--- config.mk ---
export PLATFORM = sky130hd
export DESIGN_NAME = multi_duck_game_logic
export DESIGN_NICKNAME = d
export VERILOG_FILES = /design/src/rtl/multi_duck_game_logic.sv
export SDC_FILE = /design/constraint.sdc
export NUM_CORES = 1
export LEC_CHECK = 0
export BUFFER_PORTS_ARGS = -buffer_cell sky130_fd_sc_hd__buf_2
export CORE_MARGIN = 3
export CORE_UTILIZATION = 58
export DETAILED_ROUTE_END_ITERATION = 8
export PLACE_DENSITY = 0.94
export REMOVE_ABC_BUFFERS = 1
export SLEW_MARGIN = 40
export SYNTH_ARGS = -nofsm -noshare
export SYNTH_HDL_FRONTEND = slang
export SYNTH_SLANG_ARGS = --single-unit
export TNS_END_PERCENT = 30
--- constraint.sdc ---
create_clock -name clk -period 5.25 [get_ports clk]
set_input_delay 1.05 -clock clk [delete_from_list [all_inputs] [get_ports clk]]
set_output_delay 1.05 -clock clk [all_outputs]
set_load 0.02 [all_outputs]
--- src/rtl/multi_duck_game_logic.sv ---
// Game controller for N ducks: ammo and reload, per-duck hit test, score, kill/death and game-over sequencing.
// Latency: button edges act two clocks after the button input rises; every output is a register.
// Backpressure: none. While in RELOAD, DEATH or GAME_OVER the fire and reload buttons are ignored.
module multi_duck_game_logic #(
    parameter int N_DUCKS    = 2,
    parameter int MAG_SIZE   = 3,
    parameter int RESERVE    = 15,
    parameter int DUCK_W     = 96,
    parameter int DUCK_H     = 60,
    parameter int COUNTDOWN  = 7500*65000,
    parameter int DEATH_CYC  = 4500*65000,
    parameter int DOG_CYC    = 2000*65000,
    parameter int RELOAD_CYC = 500*65000,
    parameter int SCORE_W    = 7
) (
    input  logic                            clk,
    input  logic                            rst,
    input  logic [11:0]                     mouse_xpos,
    input  logic [11:0]                     mouse_ypos,
    input  logic                            left_mouse,
    input  logic                            right_mouse,
    input  logic                            game_enable,
    input  logic [12*N_DUCKS-1:0]           duck_xpos,
    input  logic [12*N_DUCKS-1:0]           duck_ypos,
    input  logic [N_DUCKS-1:0]              duck_active,
    output logic [$clog2(MAG_SIZE+1)-1:0]   bullets_in_magazine,
    output logic [$clog2(RESERVE+1)-1:0]    bullets_left,
    output logic [SCORE_W-1:0]              my_score,
    output logic                            hunt_start,
    output logic                            show_reload_char,
    output logic                            reloading,
    output logic [N_DUCKS-1:0]              duck_killed,
    output logic                            dog_bird_enable,
    output logic                            game_over
);

    localparam int MW = $clog2(MAG_SIZE+1);
    localparam int RW = $clog2(RESERVE+1);

    localparam logic [2:0] S_IDLE   = 3'd0;
    localparam logic [2:0] S_COUNT  = 3'd1;
    localparam logic [2:0] S_HUNT   = 3'd2;
    localparam logic [2:0] S_RELOAD = 3'd3;
    localparam logic [2:0] S_DEATH  = 3'd4;
    localparam logic [2:0] S_OVER   = 3'd5;

    localparam logic [31:0] T_COUNT  = 32'(COUNTDOWN);
    localparam logic [31:0] T_DEATH  = 32'(DEATH_CYC);
    localparam logic [31:0] T_RELOAD = 32'(RELOAD_CYC);
    // Timer value at which DOG_CYC cycles of the death sequence have elapsed.
    localparam logic [31:0] T_DOG    = 32'(DEATH_CYC - DOG_CYC);

    logic [2:0]         state, state_n;
    logic [31:0]        timer, timer_n;
    logic [MW-1:0]      mag_n;
    logic [RW-1:0]      res_n;
    logic [SCORE_W-1:0] score_n;
    logic [N_DUCKS-1:0] killed_n;
    logic               dog_n;
    logic               left_q, left_prev, right_q, right_prev;
    logic               fire, rld;
    logic [N_DUCKS-1:0] hit_raw, hit_sel;
    logic [31:0]        space, xfer;
    logic [12:0]        mx, my;

    assign fire = left_q & ~left_prev;
    assign rld  = right_q & ~right_prev;
    assign mx   = {1'b0, mouse_xpos};
    assign my   = {1'b0, mouse_ypos};

    // Hit boxes are compared in 13 bits so a duck near x=4095 does not wrap around to 0.
    for (genvar g = 0; g < N_DUCKS; g++) begin : g_hit
        logic [12:0] dx, dy;
        assign dx = {1'b0, duck_xpos[12*g +: 12]};
        assign dy = {1'b0, duck_ypos[12*g +: 12]};
        assign hit_raw[g] = duck_active[g] && (mx >= dx) && (mx <= dx + 13'(DUCK_W))
                            && (my >= dy) && (my <= dy + 13'(DUCK_H));
    end

    // Only the lowest-indexed duck under the cursor is killed.
    assign hit_sel = hit_raw & (-hit_raw);

    // Rounds moved from reserve to magazine when a reload completes.
    assign space = 32'(MAG_SIZE) - 32'(bullets_in_magazine);
    assign xfer  = (space < 32'(bullets_left)) ? space : 32'(bullets_left);

    // Next-state and next-output computation; timers leave their state on reaching zero.
    always_comb begin
        state_n  = state;
        timer_n  = timer;
        mag_n    = bullets_in_magazine;
        res_n    = bullets_left;
        score_n  = my_score;
        killed_n = duck_killed;
        dog_n    = 1'b0;
        if (!game_enable) begin
            state_n  = S_IDLE;
            timer_n  = T_COUNT;
            mag_n    = MW'(MAG_SIZE);
            res_n    = RW'(RESERVE);
            score_n  = '0;
            killed_n = '0;
        end else begin
            case (state)
                S_IDLE: state_n = S_COUNT;
                S_COUNT: begin
                    if (timer <= 32'd1) begin
                        timer_n = '0;
                        state_n = S_HUNT;
                    end else begin
                        timer_n = timer - 32'd1;
                    end
                end
                S_HUNT: begin
                    if (bullets_in_magazine == '0 && bullets_left == '0) begin
                        state_n = S_OVER;
                    end else if (rld) begin
                        // A reload edge always discards a simultaneous shot.
                        if (bullets_in_magazine != MW'(MAG_SIZE) && bullets_left != '0) begin
                            state_n = S_RELOAD;
                            timer_n = T_RELOAD;
                        end
                    end else if (fire && bullets_in_magazine != '0) begin
                        mag_n = bullets_in_magazine - MW'(1);
                        if (|hit_sel) begin
                            killed_n = hit_sel;
                            score_n  = (&my_score) ? my_score : my_score + SCORE_W'(1);
                            state_n  = S_DEATH;
                            timer_n  = T_DEATH;
                        end
                    end
                end
                S_RELOAD: begin
                    if (timer <= 32'd1) begin
                        timer_n = '0;
                        mag_n   = MW'(32'(bullets_in_magazine) + xfer);
                        res_n   = RW'(32'(bullets_left) - xfer);
                        state_n = S_HUNT;
                    end else begin
                        timer_n = timer - 32'd1;
                    end
                end
                S_DEATH: begin
                    dog_n = (timer == T_DOG);
                    if (timer <= 32'd1) begin
                        timer_n  = '0;
                        killed_n = '0;
                        state_n  = S_HUNT;
                    end else begin
                        timer_n = timer - 32'd1;
                    end
                end
                S_OVER:  state_n = S_OVER;
                default: state_n = S_IDLE;
            endcase
        end
    end

    // State, timer, button history and all registered outputs.
    always_ff @(posedge clk) begin
        if (!rst) begin
            state               <= S_IDLE;
            timer               <= T_COUNT;
            bullets_in_magazine <= MW'(MAG_SIZE);
            bullets_left        <= RW'(RESERVE);
            my_score            <= '0;
            duck_killed         <= '0;
            dog_bird_enable     <= 1'b0;
            hunt_start          <= 1'b0;
            reloading           <= 1'b0;
            game_over           <= 1'b0;
            show_reload_char    <= 1'b0;
            left_q              <= 1'b0;
            left_prev           <= 1'b0;
            right_q             <= 1'b0;
            right_prev          <= 1'b0;
        end else begin
            state               <= state_n;
            timer               <= timer_n;
            bullets_in_magazine <= mag_n;
            bullets_left        <= res_n;
            my_score            <= score_n;
            duck_killed         <= killed_n;
            dog_bird_enable     <= dog_n;
            hunt_start          <= (state_n == S_HUNT) || (state_n == S_RELOAD);
            reloading           <= (state_n == S_RELOAD);
            game_over           <= (state_n == S_OVER);
            show_reload_char    <= (mag_n == '0) && (res_n != '0);
            left_q              <= left_mouse;
            left_prev           <= left_q;
            right_q             <= right_mouse;
            right_prev          <= right_q;
        end
    end

endmodule

---- Yosys cells after proc, flatten, opt, wreduce, memory -nomap -nowiden ----
Index checks and enable logic that the tools add are counted.
Widths: inputs -> output; s select.
word-level totals
  logic and storage cells ................. 123
  input port bits ......................... 79
  register bits after elaboration ......... 59
  output and inout port bits .............. 20
operators by class
  muxes and demuxes ....................... 31
  bitwise logic cells ..................... 8
  eq/ne operators ......................... 18
  add/subtract/negate cells ............... 11
  magnitude comparators ................... 10
  reductions and logical operators ........ 30
operators with widths
  operator               count
  $mux 32                6
  $pmux 32 s2            1
  $le 12x13->1           4
  $ge 12x12->1           4
  $eq 32x28->1 const B   1
  $le 32x1->1 const B    1
  $lt 32x4->1            1
  $sub 32x1->32 const B  1
  $add 12x6->13 const B  2
  $add 12x7->13 const B  2
  $mux 3                 7
  $mux 2                 10
  $mux 4                 4
  $eq 3x2->1 const B     4
  $logic_and 1x1->1      12
  $ne 2x2->1 const B     6
  $pmux 3 s4             1
  $reduce_and 6->1       2
  $eq 3x3->1 const B     3
  $ne 3x3->1 const B     3
  $pmux 2 s2             2
  $reduce_bool 4->1      2
  $add 7x1->7 const B    1
  $reduce_and 7->1       1
  other kinds (19)       27

---- Depth between registers and ports, before layout ----
Gate-level depths: netlist (run 1).
  depth after elaboration ................. 16
  mapped depth ............................ 16
  gate-level depth less buffers ........... 14

---- Least setup slack after synthesis (run 1) ----
No wires, ideal clock.
  path type ............................... input-to-reg
  start ................................... input duck_xpos[17]
  end ..................................... register timer[6]
  slack ................................... 897 ps
  required time ........................... 5107 ps
  arrival ................................. 4210 ps
  path buffers ............................ 2
  cell stages on the path ................. 16
  setup time .............................. 143 ps
  cells stage by stage .................... inv_1 > ha_1 > nor3_1 > nand3_1 > xnor2_1 > ha_1 > and3_1 > a221o_1 > a31oi_1 > a21oi_1 > nor4_1 > a211oi_1 > clkbuf_1 > nor2_1 > clkbuf_1 > a41oi_1
on the way
  cells in the longest elaborated chain, start to end .. 10
  elaborated cells on any way between the ends .. 12
  classes of those cells .................. add/sub (2); order compare (2); eq/ne (1); bitwise (1); reduce/logical (6)
ends and longest elaborated chain
  item                                                      RTL line  RTL
  start, declared                                           23        input logic [12*N_DUCKS-1:0] duck_xpos,
  $add 12x7->13 / $ge 12x12->1 (equally long branches)      76        assign hit_raw[g] = duck_active[g] && (mx >= dx) && (mx <= dx + 13'(DUCK_W))
  $le 12x13->1 / $logic_and 1x1->1 (equally long branches)  76
  $logic_and 1x1->1 *                                       76
  $logic_and 1x1->1 * (2 in series)                         77        && (my >= dy) && (my <= dy + 13'(DUCK_H));
  $neg 2->2                                                 81        assign hit_sel = hit_raw & (-hit_raw);
  $and 2x2->2 *                                             81
  $reduce_or 2->1 *                                         125       if (|hit_sel) begin
  $ne 3x3->1 (no line) *                                    -
  $reduce_and 5->1 (no line) *                              -
  end signal, assigned                                      179       timer <= timer_n;
  end, declared                                             54        logic [31:0] timer, timer_n;
Mark *: on every way between the ends. The rest lies on a longest branch, timed or not.
A chain may end at the register's enable or synchronous reset.

---- Worst setup path in the final report (run 1) ----
  start ................................... input duck_ypos[14]
  end ..................................... register timer[18]
on the way
  cells in the longest elaborated chain, start to end .. 8
  elaborated cells on any way between the ends .. 10
  classes of those cells .................. add/sub (2); order compare (2); eq/ne (1); bitwise (1); reduce/logical (4)
ends and longest elaborated chain
  item                                                      RTL line  RTL
  start, declared                                           24        input logic [12*N_DUCKS-1:0] duck_ypos,
  $add 12x6->13 / $ge 12x12->1 (equally long branches)      77
  $le 12x13->1 / $logic_and 1x1->1 (equally long branches)  77
  $logic_and 1x1->1 *                                       77
  $neg 2->2                                                 81
  $and 2x2->2 *                                             81
  $reduce_or 2->1 *                                         125
  $ne 3x3->1 (no line) *                                    -
  $reduce_and 5->1 (no line) *                              -
Marks and branches as above.

==> metrics.md, run 1 <==
| Metric | Value |
|---|---|
| Hold-fix buffers, CTS | 0 |
| Mapped Cells | 757 |
| Yosys cell types | 67 |
| Synthesis-stage register bit count | 59 |
| Share of the clock period used by the worst path after layout | 88.20% |
| Sequential cell area fraction in the yosys report | 20.21% |
| Unrepaired setup endpoints after global routing | false |
| Clock transition at path regs | 0.06 ns |
| Final clock skew | 0.01346 ns |
| Most frequent cells after synthesis | 97 x ha_1, 63 x inv_1, 59 x dfxtp_1 |
| Final Setup Violations | 0 |
| Router iterations before antenna repair | 6 |
| Total number of vias | 6213 |
| Diode count | 0 |
| Clk_lat worst skew | 0.36 ns |
| Static Leakage | 3.062 nW |
| Fmax achieved | 216.0 MHz |
| Die area | 11320 um2 |
| Share of the synthesized area in the top cell type | 20.76% |
| Resize count post-CTS | 0 |
| Maximum root-to-sink buffer count | 2 |
| DIE WIDTH | 106.4 um |
| Maximum VDD drop | 0.1609 mV |
| Relative slew slack | 44.97% |
| Clock root cell | clkbuf_8 |
| Initial Util | 59.81% |
| CP max stage cell | a211oi_2 |
| Hold Crit Class | reg2reg |
| Status | finished clean |
| Most frequent cell after synthesis | ha_1 |
| Share of flip-flops with an asynchronous set or reset | 0% |
| Number of flops mapped to enable cells by yosys | 0 |
| Final Hold Vio Count | 0 |
| Gp weighted congestion | 0.8994 |
| Cell taking the most area after synthesis | ha_1 |
| DRC | 0 |
| Max-Cap Viols | 0 |
| I/O pin count | 99 |
| PortBufs | 98 |
| Sink Count | 59 |
| Fin crit period | 4.631 ns |
| Cts bufs inserted | 9 |
| Largest net degree at the start of global routing | 36 |
| Slew Limit Fails | 0 |
| Routed vias/inst | 6.314 |
| PnR worst setup slack | 0.6193 ns |
| Startpoint Class | primary input |
| Crit path max fanout | 12 |
| Layout Nets | 1022 |
| Total power divided by cell area | 193.0 nW/um2 |
| Setup WS pre-CTS | 0.2787 ns |
| Post-Syn Area | 5846 um2 |
| Most frequent CP cell | ha_1 |
| CP Cell Sequence | buf_2 > inv_1 > ha_1 > a21oi_1 > nand4_1 > xnor2_1 > ha_1 > nand3_1 > a2111o_1 > a221oi_1 > nor4_1 > buf_4 > a211oi_2 > nor2_2 > o32a_1 |
| Slowest stage delay, CP | 0.69 ns |
| Avg Synthesized Cell Area | 7.722 um2 |
| Row cnt | 36 |
| DR iter-0 viols | 517 |
| Initial antenna violation count | 0 |
| Top cells by area, synth | ha_1 21%, dfxtp_1 20%, a21oi_1 4.7% |
| Required time worst endpoint | 5.48 ns |
| Final ANT Viol Nets | 0 |
| Average wire per standard cell | 15.98 um |
| H-Tree Depth | 3 |
| CP endpoint kind | register |
| CTS tree | yes |
| Yosys warning count | 0 |
| Area grow syn2layout | 15.05% |
| First-pass GRT wire length | 26340 um |
| Setup TNS | 0 ns |
| Die Ht | 106.4 um |
| Post-CTS Setup Bufs | 0 |
| Post-synth top flop | dfxtp_1 |
| Core ar. | 9774 um2 |
| Worst-Margin Slew | 0.8239 ns |
| Fillers | 808 |
| Global route overflow | 0 |
| Placed wire-length estimate | 12050 um |
| Share of layout cells above drive strength 1 | 15.98% |
| Crit path kind | in2reg |
| Worst path arrival time | 4.87 ns |
| Total wire length | 15730 um |
| Final Hold Slack | 0.4683 ns |
| Vias in the first global route | 5949 |
| Total GRT Usage | 27.84% |
==> final timing paths <==
path / from / end / slack [ns] / cells past startpoint
worst min-delay path: right_q / right_prev / 0.47 / 1
worst min register to register: right_q / right_prev / 0.47 / 1
worst max register to register: bullets_in_magazine[1] / show_reload_char / 1.88 / 13
worst max-delay path: duck_ypos[14] / timer[18] / 0.62 / 15
==> critical path: cells and delay by family <==
family | cells | cell delay (ns)
compound gates | 5 | 2.10
simple gates | 4 | 0.69
fa+ha+maj | 2 | 0.53
buf+inv | 3 | 0.33
xor+xnor | 1 | 0.14
==> sequential cells by signal, indices dropped and copies added, names as in the netlist <==
| name | count |
|---|---|
| state | 3 |
| duck_killed | 2 |
| hunt_start | 1 |
| timer | 32 |
| right_q | 1 |
| show_reload_char | 1 |
| game_over | 1 |
| my_score | 7 |
| reloading | 1 |
| dog_bird_enable | 1 |
| bullets_left | 4 |
| bullets_in_magazine | 2 |
| left_prev | 1 |
| left_q | 1 |
| right_prev | 1 |
==> report_power, final <==
part / switching, W / internal (W)
sequential: 0.00000807 / 0.000454
clock: 0.000187 / 0.000327
combinational: 0.000183 / 0.000138
total: 0.000379 / 0.000919
==> cell type report <==
| type | count | area, um2 | share of cell area, % |
|---|---|---|---|
| inverter | 63 | 236.5 | 3.516 |
| multi-input combinational | 608 | 4357 | 64.78 |
| tap | 133 | 166.4 | 2.474 |
| sequential | 59 | 1181 | 17.56 |
| clock buffer | 11 | 141.4 | 2.102 |
| clock inverter | 5 | 100.1 | 1.488 |
| timing repair buffer | 105 | 543.0 | 8.074 |
==> stage by stage <==
step | utilization (%) | total power, W | std cells | instance area [um2]
after floorplan | - | 0.0006781 | 730 | 5736
after global placement | 66.08 | 0.0007729 | 968 | 6459
after detailed placement | 66.15 | 0.0007865 | 968 | 6466
after CTS | 68.63 | 0.001291 | 984 | 6708
after global routing | 68.80 | 0.001361 | 984 | 6725
final | 68.80 | 0.001298 | 984 | 6725
==> layer usage <==
| layer | track usage [%] | up-vias | wire [um] |
|---|---|---|---|
| li1 | - | 3001 | - |
| met4 | 11.19 | 0 | 489 |
| met2 | 46.97 | 300 | 7361 |
| met3 | 4.979 | 63 | 1215 |
| met1 | 35.01 | 2849 | 6661 |
| met5 | 0 | - | 0 |
==> layout by cell type (no fill, tap or decap), drive strengths merged, types with 9 or more instances in the layout <==
| master | instances |
|---|---|
| a211oi | 10 |
| a21o | 11 |
| a21oi | 55 |
| a31oi | 18 |
| and3 | 9 |
| buf | 105 |
| clkbuf | 11 |
| dfxtp | 59 |
| ha | 97 |
| inv | 63 |
| nand2 | 58 |
| nand2b | 10 |
| nand3 | 26 |
| nand4 | 17 |
| nor2 | 58 |
| nor3 | 26 |
| nor4 | 12 |
| o211ai | 12 |
| o21ai | 31 |
| o31ai | 15 |
| or3 | 9 |
| xnor2 | 25 |
==> cells by family after synthesis <==
| logic type | count (synthesis) | synth area share (%) |
|---|---|---|
| adders and majority gates | 97 | 20.76 |
| muxes | 3 | 0.5137 |
| xor gates and xnor gates | 30 | 4.495 |
| buffers and inverters | 90 | 5.929 |
| and+or+nand+nor | 263 | 22.92 |
| DFF | 59 | 20.21 |
| AOI/OAI and AO/OA | 215 | 25.17 |
No activity file was read; power rests on OpenSTA's default activity.
==> run 2: changes to the inputs <==
==> constraint.sdc (replaced) <==
create_clock -name clk -period 5.25 [get_ports clk]
set_input_delay 0.2625 -clock clk [delete_from_list [all_inputs] [get_ports clk]]
set_output_delay 0.2625 -clock clk [all_outputs]
set_load 0.02 [all_outputs]
==> metrics.md, run 2 (synthesized netlist as in run 1, its figures left out) <==
| Metric | Value |
|---|---|
| Most frequent cells in the layout | 98 x buf_2, 97 x ha_1, 63 x inv_1 (unchanged) |
| Diode count | 0 (unchanged) |
| Biggest regs | timer x32, my_score x7, bullets_left x4 (unchanged) |
| R2R depth | 8 (was 13) |
| Total number of vias | 6102 (was 6213) |
| Resize count post-CTS | 0 (unchanged) |
| Hold-fix buffers, CTS | 0 (unchanged) |
| Relative slew slack | 46.38% (was 44.97%) |
| Gp weighted congestion | 0.8824 (was 0.8994) |
| Core ar. | 9774 um2 (unchanged) |
| Hold Crit Class | in2reg (was reg2reg) |
| Share of power burned in combinational logic | 25.9% (was 24.8%) |
| Die area | 11320 um2 (unchanged) |
| Net Sw Frac | 31.23% (was 29.18%) |
| Largest register FFs | 32 (unchanged) |
| DRC | 0 (unchanged) |
| Initial Util | 59.81% (unchanged) |
| Slew Limit Fails | 0 (unchanged) |
| Required time worst endpoint | 5.51 ns (was 5.48 ns) |
| I/O pin count | 99 (unchanged) |
| Routed vias/inst | 6.201 (was 6.314) |
| Clock transition at path regs | 0.07 ns (was 0.06 ns) |
| Area grow syn2layout | 14.55% (was 15.05%) |
| Total wire length | 15530 um (was 15730 um) |
| Final Hold Slack | 0.1267 ns (was 0.4683 ns) |
| Setup WS pre-CTS | 0.7884 ns (was 0.2787 ns) |
| Vias in the first global route | 5840 (was 5949) |
| CP max stage cell | nor4_2 (was a211oi_2) |
| Initial antenna violation count | 0 (unchanged) |
| Total GRT Usage | 27.44% (was 27.84%) |
| Register with the most flip-flops | timer (unchanged) |
| PortBufs | 98 (unchanged) |
| Layout Cell Area excl Fill | 6696 um2 (was 6725 um2) |
| Worst-Margin Slew | 0.8013 ns (was 0.8239 ns) |
| Row cnt | 36 (unchanged) |
| CTS tree | yes (unchanged) |
| Maximum VDD drop | 0.1549 mV (was 0.1609 mV) |
| Worst Hold Depth | 2 (was 1) |
| Clock Power Share | 37.1% (was 39.6%) |
| Slowest stage delay, CP | 0.53 ns (was 0.69 ns) |
| CP endpoint kind | register (unchanged) |
| Layout Nets | 1022 (unchanged) |
| Placed wire-length estimate | 11810 um (was 12050 um) |
| Post-CTS Setup Bufs | 0 (unchanged) |
| DIE WIDTH | 106.4 um (unchanged) |
| Die Ht | 106.4 um (unchanged) |
| Most frequent CP cell | ha_1 (unchanged) |
| H-Tree Depth | 3 (unchanged) |
| DR iter-0 viols | 498 (was 517) |
| Share of layout cells above drive strength 1 | 16.22% (was 15.98%) |
| Setup TNS | 0 ns (unchanged) |
| Worst path arrival time | 3.91 ns (was 4.87 ns) |
| Internal | 0.0008575 W (was 0.0009190 W) |
| Final Hold Vio Count | 0 (unchanged) |
| Leading cell type in the layout, fill and taps excluded | buf_2 (unchanged) |
| Average wire per standard cell | 15.78 um (was 15.98 um) |
| First-pass GRT wire length | 26100 um (was 26340 um) |
| Fin crit period | 3.648 ns (was 4.631 ns) |
| Sequential share of power | 37.1% (was 35.6%) |
| Unrepaired setup endpoints after global routing | false (unchanged) |
| Router iterations before antenna repair | 5 (was 6) |
| Total power divided by cell area | 186.2 nW/um2 (was 193.0 nW/um2) |
| Final ANT Viol Nets | 0 (unchanged) |
| Fmax achieved | 274.1 MHz (was 216.0 MHz) |
| Status | finished clean (unchanged) |
| Maximum root-to-sink buffer count | 2 (unchanged) |
| Sw Pwr | 0.0003894 W (was 0.0003787 W) |
| Cts bufs inserted | 9 (unchanged) |
| Placed cell areas | 6459 um2 (was 6466 um2) |
| Flop2flop setup slack | 1.95 ns (was 1.88 ns) |
| Clk_lat worst skew | 0.36 ns (about the same) |
| Startpoint Class | primary input (unchanged) |
| PnR worst setup slack | 1.602 ns (was 0.6193 ns) |
| Fillers | 772 (was 808) |
| Max-Cap Viols | 0 (unchanged) |
| Final Setup Violations | 0 (unchanged) |
| Global route overflow | 0 (unchanged) |
| Clock root cell | clkbuf_8 (unchanged) |
| Sink Count | 59 (unchanged) |
| Static Leakage | 3.037 nW (was 3.062 nW) |
| Crit path max fanout | 21 (was 12) |
| Share of the clock period used by the worst path after layout | 69.49% (was 88.20%) |
| CP Cell Sequence | buf_2 > inv_1 > ha_1 > nor3_1 > nand3_1 > xnor2_1 > ha_1 > and3_1 > a221o_1 > a31oi_1 > a21oi_1 > nor4_2 > a211oi_2 > buf_4 > or2_2 > o32ai_1 (was buf_2 > inv_1 > ha_1 > a21oi_1 > nand4_1 > xnor2_1 > ha_1 > nand3_1 > a2111o_1 > a221oi_1 > nor4_1 > buf_4 > a211oi_2 > nor2_2 > o32a_1) |
| Largest net degree at the start of global routing | 36 (unchanged) |
| Crit path kind | in2reg (unchanged) |
| Final clock skew | 0.01152 ns (was 0.01346 ns) |
==> run 2: cell types whose count changed in the layout (fill, tap and decap cells not counted), sizes merged <==
cell	previous run	this run
clkinvlp	0	3
bufinv	3	2
clkbuf	11	9
==> run 2: power by group through the flow <==
stage               Clock (W)  Sequential [W]  Combinational, W
floorplan                   0        0.000470          0.000208
global placement            0        0.000472          0.000302
detailed placement          0        0.000472          0.000314
CTS                  0.000459        0.000462          0.000317
global route         0.000480        0.000463          0.000365
finish               0.000462        0.000462          0.000322
==> run 2: path summary, 6_finish.rpt <==
path                 start                to
max          duck_xpos[17]          timer[8]
min            right_mouse           right_q
max reg2reg      timer[29]  show_reload_char
min reg2reg        right_q        right_prev
==> run 2: final cells by class <==
cell class / count / area (um2) / share of cell area [%]
Clock buffer: 9 / 123.9 / 1.850
Inverter: 63 / 236.5 / 3.531
Clock inverter: 7 / 92.59 / 1.383
Timing Repair Buffer: 105 / 543.0 / 8.109
Tap cell: 133 / 166.4 / 2.485
Sequential cell: 59 / 1181 / 17.64
Multi-Input combinational cell: 608 / 4353 / 65.00
==> run 2: metal layers <==
| layer | share of wire, % | track usage (%) |
|---|---|---|
| met4 | 2.5 | 12.30 |
| met3 | 7.2 | 4.675 |
| met1 | 43 | 35.08 |
| met5 | 0 | 0 |
| met2 | 47 | 45.16 |
==> run 2: critical path: cells and delay by family <==
kind            cells  cell delay [ns]
compound gates      5             0.92
xor+xnor            1             0.14
fa+ha+maj           2             0.51
buf+inv             3             0.40
simple gates        5             1.67
==> run 2: stage by stage <==
stage,std cells,power [W],util (%)
after floorplan,730,0.0006781,-
after global placement,968,0.0007738,66.05
after detailed placement,968,0.0007861,66.08
after CTS,984,0.001238,68.29
after global routing,984,0.001308,68.51
final,984,0.001247,68.51
